$ cat src/rtl/serial_add_ctrl.sv
`default_nettype none
// ============================================================================
// Module   : serial_add_ctrl
// Purpose  : Bit-serial adder controller driving one full adder, LSB first.
// Revision : 1.0 - initial release
// ============================================================================

module full_adder (
    input  logic i_a,
    input  logic i_b,
    input  logic i_c,
    output logic o_s,
    output logic o_c
);
    assign o_s = i_a ^ i_b ^ i_c;
    assign o_c = (i_a & i_b) | (i_c & (i_a ^ i_b));
endmodule

module serial_add_ctrl #(
    parameter int WIDTH = 8
) (
    input  logic             clk,
    input  logic             rst,
    input  logic             start,
    input  logic [WIDTH-1:0] a,
    input  logic [WIDTH-1:0] b,
    input  logic             c_in,
    output logic             busy,
    output logic             done,
    output logic [WIDTH-1:0] sum,
    output logic             c_out,
    output logic             overflow
);
    localparam int               c_CNT_W = (WIDTH > 1) ? $clog2(WIDTH) : 1;
    localparam logic [c_CNT_W-1:0] c_LAST = c_CNT_W'(WIDTH - 1);
    localparam logic [c_CNT_W-1:0] c_ONE  = c_CNT_W'(1);

    localparam logic [1:0] c_IDLE = 2'd0;
    localparam logic [1:0] c_RUN  = 2'd1;
    localparam logic [1:0] c_DONE = 2'd2;

    logic [1:0]         r_state;
    logic [WIDTH-1:0]   r_a;
    logic [WIDTH-1:0]   r_b;
    logic [WIDTH-1:0]   r_acc;
    logic               r_carry;
    logic [c_CNT_W-1:0] r_cnt;

    logic w_s;
    logic w_c;

    full_adder u_fa (
        .i_a (r_a[0]),
        .i_b (r_b[0]),
        .i_c (r_carry),
        .o_s (w_s),
        .o_c (w_c)
    );

    always_ff @(posedge clk or posedge rst) begin
        if (rst) begin
            r_state  <= c_IDLE;
            r_a      <= '0;
            r_b      <= '0;
            r_acc    <= '0;
            r_carry  <= 1'b0;
            r_cnt    <= '0;
            busy     <= 1'b0;
            done     <= 1'b0;
            sum      <= '0;
            c_out    <= 1'b0;
            overflow <= 1'b0;
        end else begin
            case (r_state)
                c_IDLE, c_DONE: begin
                    done <= 1'b0;
                    if (start) begin
                        r_a     <= a;
                        r_b     <= b;
                        r_carry <= c_in;
                        r_acc   <= '0;
                        r_cnt   <= '0;
                        busy    <= 1'b1;
                        r_state <= c_RUN;
                    end else begin
                        r_state <= c_IDLE;
                    end
                end
                c_RUN: begin
                    r_a     <= r_a >> 1;
                    r_b     <= r_b >> 1;
                    r_acc   <= {w_s, r_acc[WIDTH-1:1]};
                    r_carry <= w_c;
                    r_cnt   <= r_cnt + c_ONE;
                    if (r_cnt == c_LAST) begin
                        // r_carry still holds the carry into the MSB here
                        sum      <= {w_s, r_acc[WIDTH-1:1]};
                        c_out    <= w_c;
                        overflow <= r_carry ^ w_c;
                        busy     <= 1'b0;
                        done     <= 1'b1;
                        r_state  <= c_DONE;
                    end
                end
                default: begin
                    busy    <= 1'b0;
                    done    <= 1'b0;
                    r_state <= c_IDLE;
                end
            endcase
        end
    end
endmodule

`default_nettype wire

$ cat config.mk
export PLATFORM = sky130hd
export DESIGN_NAME = serial_add_ctrl
export DESIGN_NICKNAME = d
export VERILOG_FILES = /design/src/rtl/serial_add_ctrl.sv
export SDC_FILE = /design/constraint.sdc
export NUM_CORES = 1
export LEC_CHECK = 0
export ABC_AREA = 1
export ABC_CLOCK_PERIOD_IN_PS = 1200
export BUFFER_PORTS_ARGS = -buffer_cell sky130_fd_sc_hd__buf_2
export CAP_MARGIN = 20
export CORE_MARGIN = 2
export CORE_UTILIZATION = 50
export DETAILED_ROUTE_END_ITERATION = 10
export PLACE_DENSITY = 0.86
export SLEW_MARGIN = 20
export SYNTH_ARGS = -nofsm -noshare
export SYNTH_HDL_FRONTEND = slang
export SYNTH_SLANG_ARGS = --single-unit
$ cat constraint.sdc
create_clock -name clk -period 1.2 [get_ports clk]
set_input_delay 0.06 -clock clk [delete_from_list [all_inputs] [get_ports clk]]
set_output_delay 0.06 -clock clk [all_outputs]
set_load 0.02 [all_outputs]
# Word-level counts from Yosys, hierarchy flattened
# Index checks and enable logic that the tools add are counted.
[totals] wordCells=47 input_bits=20 regBits=42 output_inout_bits=12
[classes] n_reduce_logical=6 bitwise_logic=6 eq_ne=5 add_sub_neg=1 n_mux=18
[ops] cell="$pmux W8 S2" n=3
[ops] cell="$mux W8" n=3
[ops] cell="$mux W1" n=6
[ops] cell="$pmux W3 S2" n=1
[ops] cell="$reduce_and A2 Y1" n=3
[ops] cell="$ne A2 B2 Y1 const B" n=2
[ops] cell="$pmux W1 S2" n=2
[ops] cell="$pmux W2 S2" n=1
[ops] cell="$add A3 B1 Y3 const B" n=1
[ops] cell="$eq A3 B3 Y1 const B" n=1
[ops] cell="$mux W3" n=1
[ops] cell="$xor A1 B1 Y1" n=3
[ops] cell="$and A1 B1 Y1" n=2
[ops] cell="$eq A2 B1 Y1 const B" n=1
[ops] cell="$eq A2 B2 Y1 const B" n=1
[ops] cell="$logic_not A2 Y1" n=1
[ops] cell="$mux W2" n=1
[ops] cell="$reduce_bool A2 Y1" n=1
[ops] cell="$reduce_or A2 Y1" n=1
[ops] cell="$or A1 B1 Y1" n=1

# Logic depth before layout (Yosys ltp)
[logic_depth] ltp_word=4 ltp_mapped=8 ltp_nobuf=6

# Hierarchy
# From an unflattened synthesis, not the netlist that was laid out.
[unflattened] cells_unflattened=229 area_unflattened_um2=1941.9
[modules_own_cells] module="serial_add_ctrl" instances=1 seq_area_each_um2=1001.0 cells_per_inst=228 area_per_inst_um2=1921.8
[modules_own_cells] module="full_adder" instances=1 seq_area_each_um2=0.0 cells_per_inst=1 area_per_inst_um2=20.0

# Worst setup path after synthesis
# OpenSTA, ideal clock, no wires.
[synth_path] path_type="register to register" start="register r_cnt[0]" end="register overflow" path_stages_with_launch=7 t_arrival_ps=1187 path_slack_ps=-52 t_required_ps=1135 period_less_slack_ps=1252 n_path_buf=1 cell_sequence="dfrtp_1 ha_1 ha_1 nand2_2 buf_6 nand2_1 nand2_1"
[synth_between] elab_chain_cells=2
[synth_lines] item="start, declared" line_no="47" source="logic [c_CNT_W-1:0] r_cnt;"
[synth_lines] item="start signal, assigned" line_no="94" source="r_cnt <= r_cnt + c_ONE;"
[synth_lines] item="$eq A3 B3 Y1" line_no="95" source="if (r_cnt == c_LAST) begin"
[synth_lines] item="$reduce_and A2 Y1 (no line)"
[synth_lines] item="end signal, assigned" line_no="99" source="overflow <= r_carry ^ w_c;"
[synth_lines] item="end, declared" line_no="32" source="output logic overflow"
# Every way passes these cells.
# A chain may end at the register's enable or synchronous reset.

# Worst setup path in the final report
[layout_path] start="register r_carry" end="register r_carry"
[layout_between] elab_chain_cells=3
[layout_lines] item="start, declared" line_no="46" source="logic r_carry;"
[layout_lines] item="start signal, assigned" line_no="80" source="r_carry <= c_in;"
[layout_lines] item="start signal, assigned" line_no="93" source="r_carry <= w_c;"
[layout_lines] item="$and A1 B1 Y1" line_no="16" source="assign o_c = (i_a & i_b) | (i_c & (i_a ^ i_b));"
[layout_lines] item="$or A1 B1 Y1" line_no="16"
[layout_lines] item="named net u_fa.o_c" line_no="13" source="output logic o_c"
[layout_lines] item="$pmux W1 S2" line_no="74" source="case (r_state)"
# The timed path passes the listed nets, and every way through them passes these cells.

==> flow_summary.yaml <==
clock_tree:
  clockRootBuffer: "clkbuf_8"
  cts_tree: "yes"
  htreeDepth: 2
  cts_buffers: 5
  clk_pin_slew_ns: 0.08
  clkLatencyLatePin_ns: 0.30
  clk_path_buf_depth: 2
  clock_sinks: 40
pwr:
  leakage_nw: 1.324
  finalPower_mw: 6.742
  p_per_area_nw_per_um2: 2802
  vdd_drop_max_uv: 1426
final_layout:
  fin_area_um2: 2406
  multi_input_area_um2: 783.3
  antennaDiodeCount: 0
  layout-drive-gt1-share_pct: 28.16
  final_util_pct: 65.23
  fill_cells: 316
  register_area_um2: 1002
  area_growth_syn_to_layout_pct: 23.90
  fin_nets: 299
worst_hold_path:
  hold_class: "primary input to register"
  min_path_cells: 5
route:
  vias: 1590
  first_pass_iters: 5
  post-route-drc-count: 0
  wl_per_cell_um: 11.98
  met3WireLength_um: 206
  drtAntennaViolNets: 0
  routed_wl_um: 3895
  vias_per_cell: 4.892
  wl_met1_um: 1708
  wl_met2_um: 1907
  drt-initial-drc-count: 137
  highest_layer: "met4"
floorplanning:
  rows: 22
  num_io_pins: 32
  start_util_pct: 52.65
  die-area_um2: 4398
  core_um2: 3689
  die_w_um: 66.32
  die_h_um: 66.32
timing:
  hold_viol: 0
  period_share_pct: 101.6
  rsz0062_at_grt: "true"
  setup_ws_ns: -0.01971
  min_period_ns: 1.220
  slew_headroom_pct: 82.94
  fin_worst_skew_ns: 0.01036
  worst_pin_slew_ns: 0.2553
  slew_viol_final: 0
  setup_viol: 3
  whs_ns: 0.06504
  fmax_ghz: 0.8199
worst_setup_path:
  crit_type: "register to register"
  worstPathArrival_ns: 1.42
  cp_max_fo: 2
  start_kind: "register"
  endpoint_kind: "register"
  r2r.worst_path.cells: 5
  worstPathRequired_ns: 1.40
job:
  cap_violations: 0
yosys:
  synthFlopType: "dfrtp_1"
  synth_area_leaders: "dfrtp_1 (52%), nand2_1 (15%), inv_1 (7.7%)"
  synth-edff-count: 0
  async_reset_ff_share_pct: 100.0
  synth_warnings: 0
  syn_inst: 229
  synth_fp_nets: 252
  synth_top_area_share_pct: 51.55
  synth_area_per_cell_um2: 8.480
  synth.distinct_cells: 21
  synth_area_leader_cell: "dfrtp_1"
  ys_seq_area_share_pct: 51.55
  synth_area_um2: 1942
  yosys_register_bits: 40
grt:
  antenna_found_initial: 0
  grt_use_total_pct: 19.46
  grt_pass1_wl_um: 6403
  grt_max_degree: 41
  grt_pass1_vias: 1518
  overflow: 0
run_status:
  status: "finished, violations left"
  violations: "setup timing"
place:
  placed_area_um2: 2177
  hpwl_um: 2490
  gp_congestion: 0.7685
  dp_slack_ns: -0.006991
  io_buffers: 31
-- cells in the final DEF (no fill, tap or decap) --
cell	instances
a21oi_1	1
buf_12	1
buf_2	31
buf_4	8
buf_6	4
clkbuf_1	2
clkbuf_8	5
clkinv_2	1
dfrtp_1	39
dfrtp_2	1
dlygate4sd3_1	3
fa_2	1
ha_4	2
inv_1	39
inv_2	2
inv_4	1
inv_6	1
nand2_1	75
nand2_2	1
nand2_4	3
nand2_8	3
nand3_1	28
nand3_2	2
nor2_1	1
nor2_4	2
o21ai_0	4
o21ai_1	6
o21ai_2	9
xor2_1	1
-- final cells by class --
cell class	instances	area share (%)
Tap cell	48	2.496
Timing Repair Buffer	47	12.90
Sequential cell	40	41.65
Clock buffer	7	3.172
Inverter	43	7.020
Clock inverter	1	0.2080
Multi-Input combinational cell	139	32.55
-- cells in the mapped netlist, types with 2 or more instances --
library cell and count:
inv_2 2, nand3_1 30, o21ai_1 4, buf_2 3, dfrtp_1 40, nand2_8 2
nand2_1 76, nor2_1 2, o21ai_0 7, o21ai_2 8, buf_6 5, inv_1 40
ha_1 2
-- final timing paths --
check                      slack [ns]           startpoint                     end
setup / recovery                -0.02  r_carry$_DFFE_PP0P_     r_carry$_DFFE_PP0P_
hold / removal                   0.07                 b[3]      r_b[3]$_DFFE_PP0P_
setup reg to reg                -0.02  r_carry$_DFFE_PP0P_     r_carry$_DFFE_PP0P_
hold reg to reg                  0.48     busy$_DFFE_PP0P_        busy$_DFFE_PP0P_
max in group asynchronous        0.64                  rst  r_state[1]$_DFFE_PP0P_
min in group asynchronous        0.35                  rst    overflow$_DFFE_PP0P_
-- metrics by stage --
step           std cells   TNS, ns
3_3_place_gp         309         0
6_report             325  -0.03243
2_1_floorplan        229         0
3_5_place_dp         309  -0.02540
4_1_cts              320  -0.01659
5_1_grt              325   -0.2157
-- cells by family (layout without fill, tap and decap cells) --
group	Yosys count	in the layout	synth area share [%]
simple gates	113	115	26.35
buf+inv	52	98	12.63
flops	40	40	51.55
compound gates	20	20	6.701
fa+ha+maj	3	3	2.319
xor+xnor	1	1	0.4511
-- layer usage --
layer | GRT usage [%] | vias to the layer above
met4 | 7.653 | 0
li1 | - | 789
met5 | 0 | -
met2 | 33.50 | 44
met3 | 5.111 | 9
met1 | 23.03 | 748
-- worst max-delay path, stage by stage, from the launching register on --
cell and delay [ns]:
dfrtp_1 0.41, fa_2 0.42, inv_2 0.09, nand3_2 0.08
nand3_2 0.07, nand2_1 0.05
-- power by group --
group	switching (mW)	total, mW	internal [mW]
clock network	0.447	0.854	0.408
registers	0.380	2.37	1.99
logic	2.09	3.52	1.43
total	2.92	6.74	3.82
-- sequential cells by signal, indices dropped and copies added, names as in the netlist --
register / count
r_carry: 1
r_b: 8
r_acc: 7
c_out: 1
sum: 8
r_state: 2
overflow: 1
r_cnt: 3
busy: 1
r_a: 8
-- repair_timing --
| item | 4_1_cts | 5_1_grt |
|---|---|---|
| endpoints found under the setup margin | 12 | 29 |
| buffers inserted | 0 | 3 |
| gates resized for setup | 6 | 13 |
| cloned | 0 | 2 |
| hold buffers | 3 | 0 |
| endpoints found under the hold margin | 42 | 0 |
| pin swaps | 3 | 8 |
(Power assumes the default switching activity.)
